<file path="src/rtl/hazard_scoreboard.sv">
// Hazard control for a 5-stage pipeline: per-register shift scoreboard driving stall/flush and E forward selects.
// Optional forwarding path enabled by defining HAZARD_FORWARD_EN (requires WB_DIST==3).

module hazard_sb_entry #(
  parameter int WB_DIST = 3
) (
  input  logic               clk,
  input  logic               reset,
  input  logic               set,
  input  logic               set_ld,
  input  logic               kill,
  output logic [WB_DIST-1:1] pend,
  output logic [WB_DIST-1:1] ld
);
  logic [WB_DIST-1:1] pend_keep, ld_keep, pend_nxt, ld_nxt;

  // Wrong-path writer (top bit = in E) is dropped before the shift.
  always_comb begin
    pend_keep = pend;
    ld_keep   = ld;
    if (kill) begin
      pend_keep[WB_DIST-1] = 1'b0;
      ld_keep[WB_DIST-1]   = 1'b0;
    end
    pend_nxt              = pend_keep >> 1;
    ld_nxt                = ld_keep >> 1;
    pend_nxt[WB_DIST-1]   = set;
    ld_nxt[WB_DIST-1]     = set & set_ld;
  end

  always_ff @(posedge clk) begin
    if (reset) begin
      pend <= '0;
      ld   <= '0;
    end else begin
      pend <= pend_nxt;
      ld   <= ld_nxt;
    end
  end
endmodule

module hazard_scoreboard #(
  parameter int NREGS    = 32,
  parameter int REG_SIZE = 5,
  parameter int WB_DIST  = 3
) (
  input  logic                clk,
  input  logic                reset,
  input  logic                validD,
  input  logic [REG_SIZE-1:0] rs1D,
  input  logic [REG_SIZE-1:0] rs2D,
  input  logic                useRs1D,
  input  logic                useRs2D,
  input  logic [REG_SIZE-1:0] rdD,
  input  logic                regWriteD,
  input  logic                mem2regD,
  input  logic                PCSrcM,
  output logic                stallF,
  output logic                stallD,
  output logic                flushD,
  output logic                flushE,
  output logic [1:0]          forwardAE,
  output logic [1:0]          forwardBE,
  output logic                busy
);
  logic [NREGS-1:0][WB_DIST-1:1] pend, ld;
  logic haz1, haz2, stall_raw, issue;
  logic unused_ld;

  assign pend[0] = '0;
  assign ld[0]   = '0;

  for (genvar r = 1; r < NREGS; r++) begin : g_reg
    hazard_sb_entry #(.WB_DIST(WB_DIST)) u_entry (
      .clk    (clk),
      .reset  (reset),
      .set    (issue & regWriteD & (rdD == REG_SIZE'(r))),
      .set_ld (mem2regD),
      .kill   (PCSrcM),
      .pend   (pend[r]),
      .ld     (ld[r])
    );
  end

  assign haz1 = validD & useRs1D & (rs1D != '0);
  assign haz2 = validD & useRs2D & (rs2D != '0);

`ifdef HAZARD_FORWARD_EN
  if (WB_DIST != 3) begin : g_bad_dist
    $error("HAZARD_FORWARD_EN requires WB_DIST == 3");
  end

  logic [1:0] sel1, sel2;

  // Only a load sitting in E cannot be forwarded in time.
  assign stall_raw = (haz1 & pend[rs1D][2] & ld[rs1D][2]) |
                     (haz2 & pend[rs2D][2] & ld[rs2D][2]);

  // Youngest writer wins: E (bit 2) before M (bit 1).
  always_comb begin
    sel1 = 2'b00;
    sel2 = 2'b00;
    if (haz1) begin
      if (pend[rs1D][2])      sel1 = 2'b10;
      else if (pend[rs1D][1]) sel1 = 2'b01;
    end
    if (haz2) begin
      if (pend[rs2D][2])      sel2 = 2'b10;
      else if (pend[rs2D][1]) sel2 = 2'b01;
    end
  end

  always_ff @(posedge clk) begin
    if (reset || !issue) begin
      forwardAE <= 2'b00;
      forwardBE <= 2'b00;
    end else begin
      forwardAE <= sel1;
      forwardBE <= sel2;
    end
  end
`else
  // Interlock until the writer reaches the regfile write-through.
  assign stall_raw = (haz1 & (|pend[rs1D])) | (haz2 & (|pend[rs2D]));
  assign forwardAE = 2'b00;
  assign forwardBE = 2'b00;
`endif

  assign unused_ld = ^ld;

  // A taken branch overrides any stall; reset silences everything.
  assign issue  = validD & ~stall_raw & ~PCSrcM & ~reset;
  assign stallF = stall_raw & ~PCSrcM & ~reset;
  assign stallD = stall_raw & ~PCSrcM & ~reset;
  assign flushD = PCSrcM & ~reset;
  assign flushE = (PCSrcM | stall_raw) & ~reset;
  assign busy   = (|pend) & ~reset;
endmodule

</file>
<file path="config.mk">
export PLATFORM = sky130hd
export DESIGN_NAME = hazard_scoreboard
export DESIGN_NICKNAME = d
export VERILOG_FILES = /design/src/rtl/hazard_scoreboard.sv
export SDC_FILE = /design/constraint.sdc
export NUM_CORES = 1
export LEC_CHECK = 0
export CAP_MARGIN = 10
export CORE_ASPECT_RATIO = 0.6
export CORE_MARGIN = 4
export CORE_UTILIZATION = 28
export DETAILED_ROUTE_END_ITERATION = 7
export SLEW_MARGIN = 30
export SYNTH_ARGS = -nofsm -noshare
export SYNTH_HDL_FRONTEND = slang
export SYNTH_HIERARCHICAL = 1
export SYNTH_SLANG_ARGS = --single-unit
export TNS_END_PERCENT = 10
</file>
<file path="constraint.sdc">
create_clock -name clk -period 7.85 [get_ports clk]
set_clock_uncertainty 0.05 [all_clocks]
set_input_delay 1.57 -clock clk [delete_from_list [all_inputs] [get_ports clk]]
set_output_delay 1.57 -clock clk [all_outputs]
set_load 0.01 [all_outputs]
</file>
==> flow_summary_export.csv, run 1 <==
group,metric,value,unit
timing,worstMarginPinSlew,0.8985,ns
finish,seq_area,1241,um2
timing,finalMaxSlewViolations,0,
clocking,cts_tree,"built",
global_routing,grt_util_met3,0.05728,
global_routing,grt_util_met1,0.2427,
worst_hold_path,hold_end,"g_reg[31].u_entry/pend[1]$_SDFF_PP0_",
clocking,clk_pin_slew,0.06,ns
clocking,htree_num_levels,3,
timing,hold_viol_final,0,
worst_setup_path,worst_setup_path_start_kind,"input port",
clocking,postCtsSetupRepairBufs,0,
finish,nets,376,
yosys,avgSynthCellArea,9.233,um2
clocking,clock_sinks,62,
detailed_routing,via_per_inst,5.219,
placed_design,dp_cells,477,
floorplan,core_area,10120,um2
floorplan,fp.dieW,141.4,um
clocking,cts_root_buf,"clkbuf_16",
placed_design,hpwl,6536,um
yosys,synth_warnings,6,
global_routing,antenna_found_initial,0,
worst_setup_path,required,6.23,ns
timing,slew_headroom,0.3991,
timing,rsz0062_at_grt,"no",
floorplan,start_util,0.2955,
finish,antennaDiodeCount,0,
worst_setup_path,path_class,"input port to output port",
worst_hold_path,min_path_type,"flip-flop to flip-flop",
worst_setup_path,r2r_end,"g_reg[14].u_entry/pend[2]$_SDFF_PP0_",
floorplan,die_h,88.07,um
timing,finalSetupTns,0,ns
floorplan,io_pins,32,
timing,fmax,148.1,MHz
global_routing,grt_first_pass_wirelength,14030,um
placed_design,portBuffers,26,
finish,multi_input_area,1653,um2
finish,area_growth,22.63,%
timing,period_minus_slack,6.751,ns
clocking,hold_buffers,0,
worst_setup_path,r2r_cells,7,
detailed_routing,drcViolationCount,0,
timing,setup_viol,0,
detailed_routing,drtIter0Drc,344,
finish,nFillCells,1019,
finish,reg.largest.list,"g.u_entry/pend (62)",
timing,timing.hold.ws,0.4176,ns
run_status,outcome,"complete, no violations",
pwr,p_leak,1.324,nW
placed_design,gp_congestion,0.9433,
detailed_routing,num_vias,2573,
worst_setup_path,timing.rr.start,"g_reg[31].u_entry/pend[1]$_SDFF_PP0_",
pwr,ir_worst_vdd,118.2,uV
pwr,power_density,212.6,nW/um2
global_routing,grt-busiest-layer,"met1",
detailed_routing,wl_per_cell,17.88,um
yosys,synth_cells,324,
detailed_routing,drtPass1Iterations,5,
detailed_routing,ant_nets,0,
detailed_routing,totalWireLength,8814,um
finish,final_cells,493,
worst_setup_path,crit_arrival,5.13,ns
finish,largest_reg_flops,62,
clocking,insertion_delay,0.33,ns
worst_setup_path,worst-path-max-fanout,26,
floorplan,rows,28,
global_routing,grt_util_met2,0.1810,
clocking,cts_buffer_depth,2,
timing,finalCritPeriodShare,0.8599,
clocking,cts-resized-gates,0,
worst_setup_path,reg2reg_slack,4.83,ns
flow_run,cap_violations,0,
global_routing,grt_max_degree,40,
worst_hold_path,hold_path_depth,1,
global_routing,track_usage,0.1519,
worst_setup_path,worstSetupEndpointType,"output port",
clocking,numCtsBuffers,9,
global_routing,grt_pass1_vias,2370,
worst_hold_path,hp-start,"g_reg[31].u_entry/pend[2]$_SDFF_PP0_",
floorplan,die_area,12460,um2
finish,layout-drive-gt1-share,0.1006,
global_routing,grt_overflow,0,
yosys,syn-cell-area,2992,um2
finish,regMostFlops,"g.u_entry/pend",
==> how the worst max path moves through the flow <==
stage,start,cells past startpoint,to,slack [ns]
after detailed placement,rs2D[0],8,stallD,1.16
after floorplan,rs1D[0],8,stallF,2.58
final,rs2D[0],8,stallF,1.10
after global placement,rs2D[0],8,stallD,1.18
after global routing,rs2D[0],8,stallD,0.77
after CTS,rs2D[0],8,stallD,1.11
==> per-stage QoR <==
stage | utilization | setup WS (ns) | cell area, um2 | total power (W)
2_1_floorplan | - | 2.585 | 3003 | 0.0003538
3_3_place_gp | 0.3318 | 1.176 | 3359 | 0.0003829
3_5_place_dp | 0.3318 | 1.159 | 3359 | 0.0003837
4_1_cts | 0.3623 | 1.114 | 3669 | 0.0007885
5_1_grt | 0.3623 | 0.7741 | 3669 | 0.0008102
6_report | 0.3623 | 1.099 | 3669 | 0.0007799
==> cell usage in the layout (no fill, tap or decap), types with 5 or more instances in the layout <==
cell type         n
and2_1           31
o21ai_0           5
clkdlybuf4s50_1  25
nor3_1           16
dfxtp_1          62
nor2_1           32
inv_1             5
nor2b_1          31
nor3b_1          36
nor4_1           10
clkbuf_16         9
nand2_1           9
==> layer usage <==
| layer | wire length (um) | share of wire | up-vias |
|---|---|---|---|
| met1 | 4794 | 0.54 | 1222 |
| met3 | 822 | 0.093 | 10 |
| met2 | 3109 | 0.35 | 119 |
| met5 | 0 | 0 | - |
| met4 | 87 | 0.0099 | 0 |
| li1 | - | - | 1222 |
==> critical path, stage by stage <==
cell	delay, ns
clkdlybuf4s50_1	1.06
nor3_1	0.08
a2111oi_0	0.53
a2111oi_2	0.12
a311oi_2	0.68
a22oi_1	0.24
nor3_1	0.24
clkdlybuf4s50_1	0.59
==> layout make-up <==
class,instances,share of cell area
repair buffers,29,0.07572
inverters,5,0.005116
flip-flops and latches,62,0.3383
clock inverters,6,0.01910
clock buffers,10,0.06514
multi-input cells,246,0.4505
well taps,135,0.04604
==> power breakdown <==
group          total [W]  internal [W]  switching [W]  leakage [nW]
clock network   0.000402      0.000255       0.000147         0.141
logic          0.0000625     0.0000241      0.0000384         0.684
registers       0.000315      0.000315    0.000000157         0.499
total           0.000780      0.000595       0.000185          1.32
Note: power is estimated with default switching activity, not from simulation.
==> run 2, diff against run 1 <==
--- a/config.mk
+++ b/config.mk
@@ -9,7 +9,10 @@
 export CORE_ASPECT_RATIO = 0.6
 export CORE_MARGIN = 4
 export CORE_UTILIZATION = 28
+export CTS_BUF_LIST = sky130_fd_sc_hd__clkbuf_8
+export CTS_CLUSTER_SIZE = 20
 export DETAILED_ROUTE_END_ITERATION = 7
+export REMOVE_ABC_BUFFERS = 1
 export SLEW_MARGIN = 30
 export SYNTH_ARGS = -nofsm -noshare
 export SYNTH_HDL_FRONTEND = slang
==> run 2 against run 1 <==
Compared with the run above: critical path depth is the same; sequential share of layout area grew 0.63 points; flip-flop and latch count is the same; total power shrank 7.0%; fmax grew 1.4%; count of clock-buffer cells in the layout grew 1; highest routed layer unchanged; clock power shrank 13%; core utilization shrank 0.67 points; combinational power shrank 2%.
==> flow_summary_export.csv, run 2 (synthesis gave the netlist of run 1 again) <==
group,metric,value,unit
global_routing,grt_overflow,0,
finish,largest_reg_flops,62,
flow_run,cap_violations,0,
pwr,p_leak,1.310,nW
finish,layout-drive-gt1-share,0.09244,
finish,layout_commonest_cell,"dfxtp_1",
finish,antennaDiodeCount,0,
worst_setup_path,worst-path-max-fanout,26,
floorplan,io_pins,32,
clocking,numCtsBuffers,9,
clocking,htree_num_levels,3,
pwr,ir_worst_vdd,92.44,uV
timing,finalMaxSlewViolations,0,
timing,setup_viol,0,
finish,seq_area,1241,um2
timing,slew_headroom,0.4176,
pwr,power_density,201.5,nW/um2
timing,worstMarginPinSlew,0.8709,ns
worst_setup_path,required,6.23,ns
detailed_routing,drtPass1Iterations,4,
clocking,clock_sinks,62,
worst_setup_path,worst_setup_path_start_kind,"input port",
finish,nets,375,
detailed_routing,wl_per_cell,17.23,um
worst_hold_path,min_path_type,"flip-flop to flip-flop",
finish,multi_input_area,1653,um2
placed_design,post-place-ws,1.241,ns
clocking,cts_tree,"built",
timing,fmax,150.2,MHz
clocking,cts-resized-gates,0,
floorplan,start_util,0.2955,
finish,mostFrequentLayoutCells,"dfxtp_1 (62), nor3b_1 (36), nor2_1 (32)",
global_routing,antenna_found_initial,0,
finish,reg.largest.list,"g.u_entry/pend (62)",
detailed_routing,ant_nets,0,
floorplan,die_area,12460,um2
floorplan,die_h,88.07,um
global_routing,grt_max_degree,40,
placed_design,portBuffers,26,
clocking,insertion_delay,0.35,ns
timing,finalSetupTns,0,ns
clocking,postCtsSetupRepairBufs,0,
worst_setup_path,path_class,"input port to output port",
detailed_routing,via_per_inst,5.140,
global_routing,grt_first_pass_wirelength,13170,um
detailed_routing,num_vias,2529,
timing,finalCritPeriodShare,0.8484,
worst_setup_path,crit_arrival,5.04,ns
placed_design,dpl_cell_area,3352,um2
global_routing,track_usage,0.1427,
worst_setup_path,worstSetupEndpointType,"output port",
finish,nFillCells,1038,
worst_setup_path,slowest_delay,1.04,ns
timing,hold_viol_final,0,
clocking,cts_buffer_depth,2,
floorplan,core_area,10120,um2
pwr,power,0.0007257,W
worst_setup_path,critPathSlowestCell,"clkdlybuf4s50_1",
worst_setup_path,cp_top_family,"buffers and inverters",
finish,area_growth,20.37,%
floorplan,rows,28,
global_routing,grt_pass1_vias,2296,
timing,timing.hold.ws,0.4190,ns
finish,regMostFlops,"g.u_entry/pend",
placed_design,hpwl,6244,um
floorplan,fp.dieW,141.4,um
timing,rsz0062_at_grt,"no",
run_status,outcome,"complete, no violations",
detailed_routing,drtIter0Drc,222,
clocking,cts_root_buf,"clkbuf_8",
placed_design,gp_congestion,0.9484,
detailed_routing,totalWireLength,8478,um
timing,setup_slack,1.190,ns
finish,stdcell_area,3601,um2
detailed_routing,drcViolationCount,0,
clocking,hold_buffers,0,
worst_setup_path,crit_buf_inv,2,
timing,period_minus_slack,6.660,ns
clocking,clk_pin_slew,0.07,ns
worst_setup_path,crit_path_cell_trace,"clkdlybuf4s50_1 -> nor3_1 -> a2111oi_0 -> nor4_1 -> a311oi_2 -> a22oi_1 -> nor3_1 -> clkdlybuf4s50_1",
-- run 2: cell count changes in the layout (fill, tap and decap cells not counted), sizes merged --
cell	delta
bufinv	+2
buf	-1
clkbuf	+1
inv	+1
clkinv	-1
clkinvlp	-3
-- run 2: cell type report --
type,count,share of cell area
Multi-Input combinational cell,246,0.4590
Sequential cell,62,0.3447
Timing Repair Buffer,28,0.07505
Tap cell,135,0.04691
Clock buffer,11,0.04204
Clock inverter,5,0.02710
Inverter,5,0.005212
-- run 2: final timing paths --
check | from | endpoint | slack, ns | cells after the start
setup / recovery | rs2D[0] | stallD | 1.19 | 8
hold / removal | g_reg[2].u_entry/pend[2]$_SDFF_PP0_ | g_reg[2].u_entry/pend[1]$_SDFF_PP0_ | 0.42 | 1
setup reg to reg | g_reg[31].u_entry/pend[2]$_SDFF_PP0_ | g_reg[18].u_entry/pend[2]$_SDFF_PP0_ | 4.83 | 7
hold reg to reg | g_reg[2].u_entry/pend[2]$_SDFF_PP0_ | g_reg[2].u_entry/pend[1]$_SDFF_PP0_ | 0.42 | 1
-- run 2: power by group --
part	switching, W	leakage (nW)	total [W]	internal, W
clock network	0.000123	0.132	0.000349	0.000226
registers	0.000000151	0.499	0.000315	0.000315
logic	0.0000378	0.679	0.0000615	0.0000238
-- run 2: per-stage QoR --
step                cells  utilization
CTS                   492       0.3557
global placement      476       0.3311
finish                492       0.3557
detailed placement    476       0.3311
floorplan             313            -
global route          492       0.3557
-- run 2: worst register-to-register path, stage by stage (launching register included) --
cell       delay [ns]
dfxtp_1          0.31
or2_1            0.27
mux4_2           0.51
a2111oi_2        0.43
a311oi_2         0.17
a221oi_2         0.67
and2_1           0.21
nor2b_1          0.30
-- run 2: per-layer routing --
metal | wire length (um) | vias up | global-route usage
li1 | - | 1217 | -
met1 | 4526 | 1203 | 0.2256
met2 | 2957 | 95 | 0.1585
met3 | 852 | 14 | 0.06492
met4 | 142 | 0 | 0.04878
met5 | 0 | - | 0
